File: src/rtl/fpu_seq_pkg.sv
// Shared constants and state encoding for the sequential mantissa adder.
package fpu_seq_pkg;

  localparam int SLICE_W = 6;

  typedef enum logic [1:0] {
    IDLE = 2'd0,
    RUN  = 2'd1,
    DONE = 2'd2
  } state_t;

endpackage

File: src/rtl/cla6_slice.sv
// 6-bit carry-lookahead slice: every carry is formed directly from P, G
// and ci, so no carry ripples inside the slice.
module cla6_slice
  import fpu_seq_pkg::*;
(
  input  logic [SLICE_W-1:0] a,
  input  logic [SLICE_W-1:0] b,
  input  logic               ci,
  output logic [SLICE_W-1:0] s,
  output logic               co
);

  logic [SLICE_W-1:0] w_p;
  logic [SLICE_W-1:0] w_g;
  logic [SLICE_W:0]   w_c;

  assign w_p = a ^ b;
  assign w_g = a & b;

  assign w_c[0] = ci;
  assign w_c[1] = w_g[0]
                | (w_p[0] & ci);
  assign w_c[2] = w_g[1]
                | (w_p[1] & w_g[0])
                | (&w_p[1:0] & ci);
  assign w_c[3] = w_g[2]
                | (w_p[2] & w_g[1])
                | (&w_p[2:1] & w_g[0])
                | (&w_p[2:0] & ci);
  assign w_c[4] = w_g[3]
                | (w_p[3] & w_g[2])
                | (&w_p[3:2] & w_g[1])
                | (&w_p[3:1] & w_g[0])
                | (&w_p[3:0] & ci);
  assign w_c[5] = w_g[4]
                | (w_p[4] & w_g[3])
                | (&w_p[4:3] & w_g[2])
                | (&w_p[4:2] & w_g[1])
                | (&w_p[4:1] & w_g[0])
                | (&w_p[4:0] & ci);
  assign w_c[6] = w_g[5]
                | (w_p[5] & w_g[4])
                | (&w_p[5:4] & w_g[3])
                | (&w_p[5:3] & w_g[2])
                | (&w_p[5:2] & w_g[1])
                | (&w_p[5:1] & w_g[0])
                | (&w_p[5:0] & ci);

  assign s  = w_p ^ w_c[SLICE_W-1:0];
  assign co = w_c[SLICE_W];

endmodule

File: src/rtl/mant_add_seq.sv
// Sequential WIDTH-bit mantissa adder reusing one 6-bit lookahead slice.
// Define MANT_SEQ_SUB_EN to add the sub port (A-B via stored ~B, carry 1).
module mant_add_seq
  import fpu_seq_pkg::*;
#(
  parameter int WIDTH = 24
) (
  input  logic             clk,
  input  logic             rst_n,
  input  logic             in_valid,
  output logic             in_ready,
  input  logic [WIDTH-1:0] a,
  input  logic [WIDTH-1:0] b,
  input  logic             cin,
`ifdef MANT_SEQ_SUB_EN
  input  logic             sub,
`endif
  output logic             out_valid,
  input  logic             out_ready,
  output logic [WIDTH-1:0] sum,
  output logic             cout,
  output logic             busy
);

  localparam int N  = WIDTH / SLICE_W;
  localparam int IW = (N > 1) ? $clog2(N) : 1;
  localparam logic [IW-1:0] LAST = IW'(N - 1);

  if (WIDTH % SLICE_W != 0) begin : g_width_chk
    $error("mant_add_seq: WIDTH must be a multiple of 6");
  end

  state_t r_state;
  state_t w_next;

  logic [WIDTH-1:0]   r_a;
  logic [WIDTH-1:0]   r_b;
  logic [WIDTH-1:0]   r_sum;
  logic               r_carry;
  logic [IW-1:0]      r_idx;

  logic [WIDTH-1:0]   w_b_in;
  logic               w_ci_in;
  logic [SLICE_W-1:0] w_sa;
  logic [SLICE_W-1:0] w_sb;
  logic [SLICE_W-1:0] w_s;
  logic               w_co;
  logic               w_accept;

`ifdef MANT_SEQ_SUB_EN
  assign w_b_in  = sub ? ~b : b;
  assign w_ci_in = sub | cin;
`else
  assign w_b_in  = b;
  assign w_ci_in = cin;
`endif

  assign in_ready  = (r_state == IDLE);
  assign out_valid = (r_state == DONE);
  assign busy      = (r_state != IDLE);
  assign sum       = r_sum;
  assign cout      = r_carry;
  assign w_accept  = in_valid && in_ready;

  assign w_sa = r_a[r_idx*SLICE_W +: SLICE_W];
  assign w_sb = r_b[r_idx*SLICE_W +: SLICE_W];

  cla6_slice u_slice (
    .a  (w_sa),
    .b  (w_sb),
    .ci (r_carry),
    .s  (w_s),
    .co (w_co)
  );

  always_ff @(posedge clk or negedge rst_n) begin
    if (!rst_n) begin
      r_state <= IDLE;
    end else begin
      r_state <= w_next;
    end
  end

  always_comb begin
    w_next = r_state;
    unique case (r_state)
      IDLE: if (in_valid) w_next = RUN;
      RUN:  if (r_idx == LAST) w_next = DONE;
      DONE: if (out_ready) w_next = IDLE;
      default: w_next = IDLE;
    endcase
  end

  always_ff @(posedge clk or negedge rst_n) begin
    if (!rst_n) begin
      r_a     <= '0;
      r_b     <= '0;
      r_sum   <= '0;
      r_carry <= 1'b0;
      r_idx   <= '0;
    end else if (w_accept) begin
      r_a     <= a;
      r_b     <= w_b_in;
      r_carry <= w_ci_in;
      r_idx   <= '0;
    end else if (r_state == RUN) begin
      r_sum[r_idx*SLICE_W +: SLICE_W] <= w_s;
      r_carry <= w_co;
      if (r_idx != LAST) r_idx <= r_idx + 1'b1;
    end
  end

endmodule
File: config.mk
export PLATFORM = sky130hd
export DESIGN_NAME = mant_add_seq
export DESIGN_NICKNAME = d
export VERILOG_FILES = /design/src/rtl/fpu_seq_pkg.sv /design/src/rtl/cla6_slice.sv /design/src/rtl/mant_add_seq.sv
export SDC_FILE = /design/constraint.sdc
export NUM_CORES = 1
export LEC_CHECK = 0
export CAP_MARGIN = 20
export CORE_UTILIZATION = 30
export DETAILED_ROUTE_END_ITERATION = 10
export PLACE_DENSITY = 0.54
export SLEW_MARGIN = 20
export SYNTH_ARGS = -nofsm -noshare
export SYNTH_HDL_FRONTEND = slang
export SYNTH_SLANG_ARGS = --single-unit
File: constraint.sdc
create_clock -name clk -period 3.7 [get_ports clk]
set_clock_uncertainty 0.15 [all_clocks]
set_input_delay 0.74 -clock clk [delete_from_list [all_inputs] [get_ports clk]]
set_output_delay 0.74 -clock clk [all_outputs]
set_load 0.02 [all_outputs]
==> reports/metrics.yaml <==
path_max_fanout: 18
hold_class: "input pin to asynchronous set/reset pin"
critPathArrivalTime_ns: 3.19
combPwrFrac_pct: 58.1
gp_congestion: 0.834
cp-start-kind: "flop"
grt_pass1_vias: 2654
power_frac_clock_pct: 15.5
fin_crit_sh_pct: 84.6
die-area_mm2: 0.0137
crit_slowest_cell: "dfrtp_1"
syn-num-nets: 367
fin_crit_ns: 3.13
drt-total-wl_um: 8630
synth_cells: 300
synthMuxAreaShare_pct: 25.3
drv_slew: 0
synth_flop_cell: "dfrtp_1"
synthSimpleGateAreaFrac_pct: 8.15
cts_made_buffers: 9
post_cts_buffers: 0
start_util_pct: 31.1
cts-root-buf: "clkbuf_16"
syn-cell-area_mm2: 0.00396
portBuffers: 80
nets: 449
crit_path_cell_trace: "mux4_2 -> ha_1 -> a211oi_1 -> nor2_1 -> xnor2_1 -> a2bb2oi_1 -> o21ai_1"
internal-power_mw: 3.32
antenna_found_initial: 0
clk-insertion-delay-late_ns: 0.34
synth_compound_area_share_pct: 8.97
instances_no_fill: 559
grt_pass1_wl_um: 13900
power.total_mw: 5.66
boundaryPins: 81
vdd_drop_max_mv: 0.389
cp_top_family: "flip-flops"
switching_share_pct: 41.4
worst_hold_slack_ns: 0.156
post-dp-hpwl_um: 6340
viasPerCell: 4.66
gr-total-overflow: 0
grt_max_degree: 78
synth_fa_ha_area_share_pct: 4.61
synth_xor_xnor_area_share_pct: 0.884
die_x_um: 117
htree_levels: 3
wl_per_cell_um: 15.4
first_iter_violations: 114
antennaDiodeCount: 0
coreArea_mm2: 0.0127
num_vias: 2604
dr.pass1.iters: 4
synth_top_family_by_area: "multiplexers"
cap_violations: 0
drc: 0
cts_sinks: 77
tightest_slew_ns: 0.703
cts_tree: "built"
maxSlewHeadroom_pct: 53.1
critPathBufInv: 0
ctsResizeCount: 0
place_inst: 542
finalSetupViolations: 0
die_h_um: 117
p_seq_share_pct: 26.3
timing_worst_setup_path_type: "flop to flop"
yosysSeqAreaShare_pct: 48.6
grt_setup_unrepaired: "false"
syn_to_final_growth_pct: 32.3
cts_hold_buffers: 0
critPathCaptureType: "flop"
power_density_mw_per_mm2: 1080
synth_cell_type_count: 52
ys_warn_count: 0
critical_path.max_stage_delay_ns: 0.79
status: "finished clean"
clk_pin_slew_ns: 0.06
tns_ns: 0
clk_path_buf_depth: 2
crit_required_ns: 3.76
track_usage_pct: 13.6
power_switching_mw: 2.34
synth_edf_count: 0
ys_ff_latch: 77
ant_nets: 0
hold_viol: 0
row_count: 41
p_leak_nw: 2.22
drive_gt1_share_pct: 23.3
syn_avg_cell_area_um2: 13.2
synth-async-reset-ratio_pct: 100
max_freq_mhz: 319
[state kept, by name, indices dropped and copies added (netlist names)]
signal and count:
cout 1, r_a 24, r_b 24, r_idx 2, r_state 2, sum 24
[logic make-up after synthesis]
kind of cell    Yosys count
mux                      62
xor+xnor                  4
compound gates           50
fa+ha+maj                14
buf+inv                  23
flops                    77
simple gates             70
[cells in the final DEF (no fill, tap or decap), types with 2 or more instances in the layout]
cell type and instances:
clkinv_2 2, nor2_1 10, nand2_1 37, clkdlybuf4s50_1 79
nand3_1 2, nand2_2 2, mux2_4 45, buf_4 4
xor2_1 2, a21oi_1 7, ha_1 13, a22o_1 5
xnor2_1 2, dfrtp_1 77, mux2_1 3, clkbuf_16 9
nor2b_1 2, inv_2 2, o21a_1 2, inv_1 7
nor4_1 2, nand2b_1 2, nand4_1 4, o21ai_0 10
mux4_2 12, inv_6 2, clkinvlp_4 2, o21ai_1 11
[worst reg2reg max path: cells and delay by family, from the launching register on]
kind / cells / cell delay, ns
multiplexers: 1 / 0.44
AND/OR/NAND/NOR: 1 / 0.11
AO/OA/AOI/OAI: 3 / 0.74
XOR/XNOR: 1 / 0.45
adder cells (fa/ha/maj): 1 / 0.32
flip-flops: 1 / 0.79
[power by group through the flow]
stage	sequential, mW	combinational, mW	clock (mW)
floorplan	1.50	2.38	0
global placement	1.50	3.28	0
detailed placement	1.51	3.31	0
CTS	1.50	3.33	0.898
global route	1.54	3.61	0.932
finish	1.49	3.29	0.880
[routing by layer]
metal,vias up,share of wire (%),GRT usage (%)
met5,-,0,0
met3,15,3.9,3.19
met2,64,45,21.2
met4,0,1.7,5.32
li1,1258,-,-
met1,1267,49,18.4
[worst paths after layout]
kind | cells past startpoint | endpoint | startpoint | slack, ns
worst max-delay path | 7 | sum[8] | r_idx[1] | 0.57
worst min-delay path | 1 | r_a[17] | rst_n | 0.16
worst max register to register | 7 | sum[8] | r_idx[1] | 0.57
worst min register to register | 2 | sum[1] | sum[1] | 0.33
max in group asynchronous | 2 | sum[23] | rst_n | 2.66
min in group clk | 2 | sum[1] | sum[1] | 0.33
[cell type report]
type                       count  area [um^2]
multi-input combinational    200         1900
fill                        1238         7480
clock inverter                 7         72.6
clock buffer                   9          225
sequential                    77         1930
timing repair buffer          85          868
inverter                       9         33.8
tap                          172          215
[synthesized netlist by cell type, types with 3 or more instances]
cell | n | area (um^2)
dfrtp_1 | 77 | 1930
mux2_4 | 45 | 676
nand2_1 | 37 | 139
ha_1 | 13 | 163
mux4_2 | 12 | 270
o21ai_1 | 11 | 55.1
nor2_1 | 10 | 37.5
o21ai_0 | 10 | 50.1
a21oi_1 | 7 | 35.0
inv_1 | 7 | 26.3
buf_6 | 6 | 67.6
a22o_1 | 5 | 43.8
buf_2 | 5 | 25.0
nand4_1 | 4 | 25.0
clkbuf_1 | 3 | 11.3
mux2_1 | 3 | 33.8
[per-stage QoR]
stage	utilization [%]	instance area, um^2	worst slack, ns
6_report	41.2	5240	0.569
5_1_grt	41.2	5240	0.289
4_1_cts	41.0	5210	0.492
3_5_place_dp	38.6	4920	0.500
3_3_place_gp	38.6	4920	0.583
2_1_floorplan	-	3960	0.715
Power figures use the tool's default switching activity.
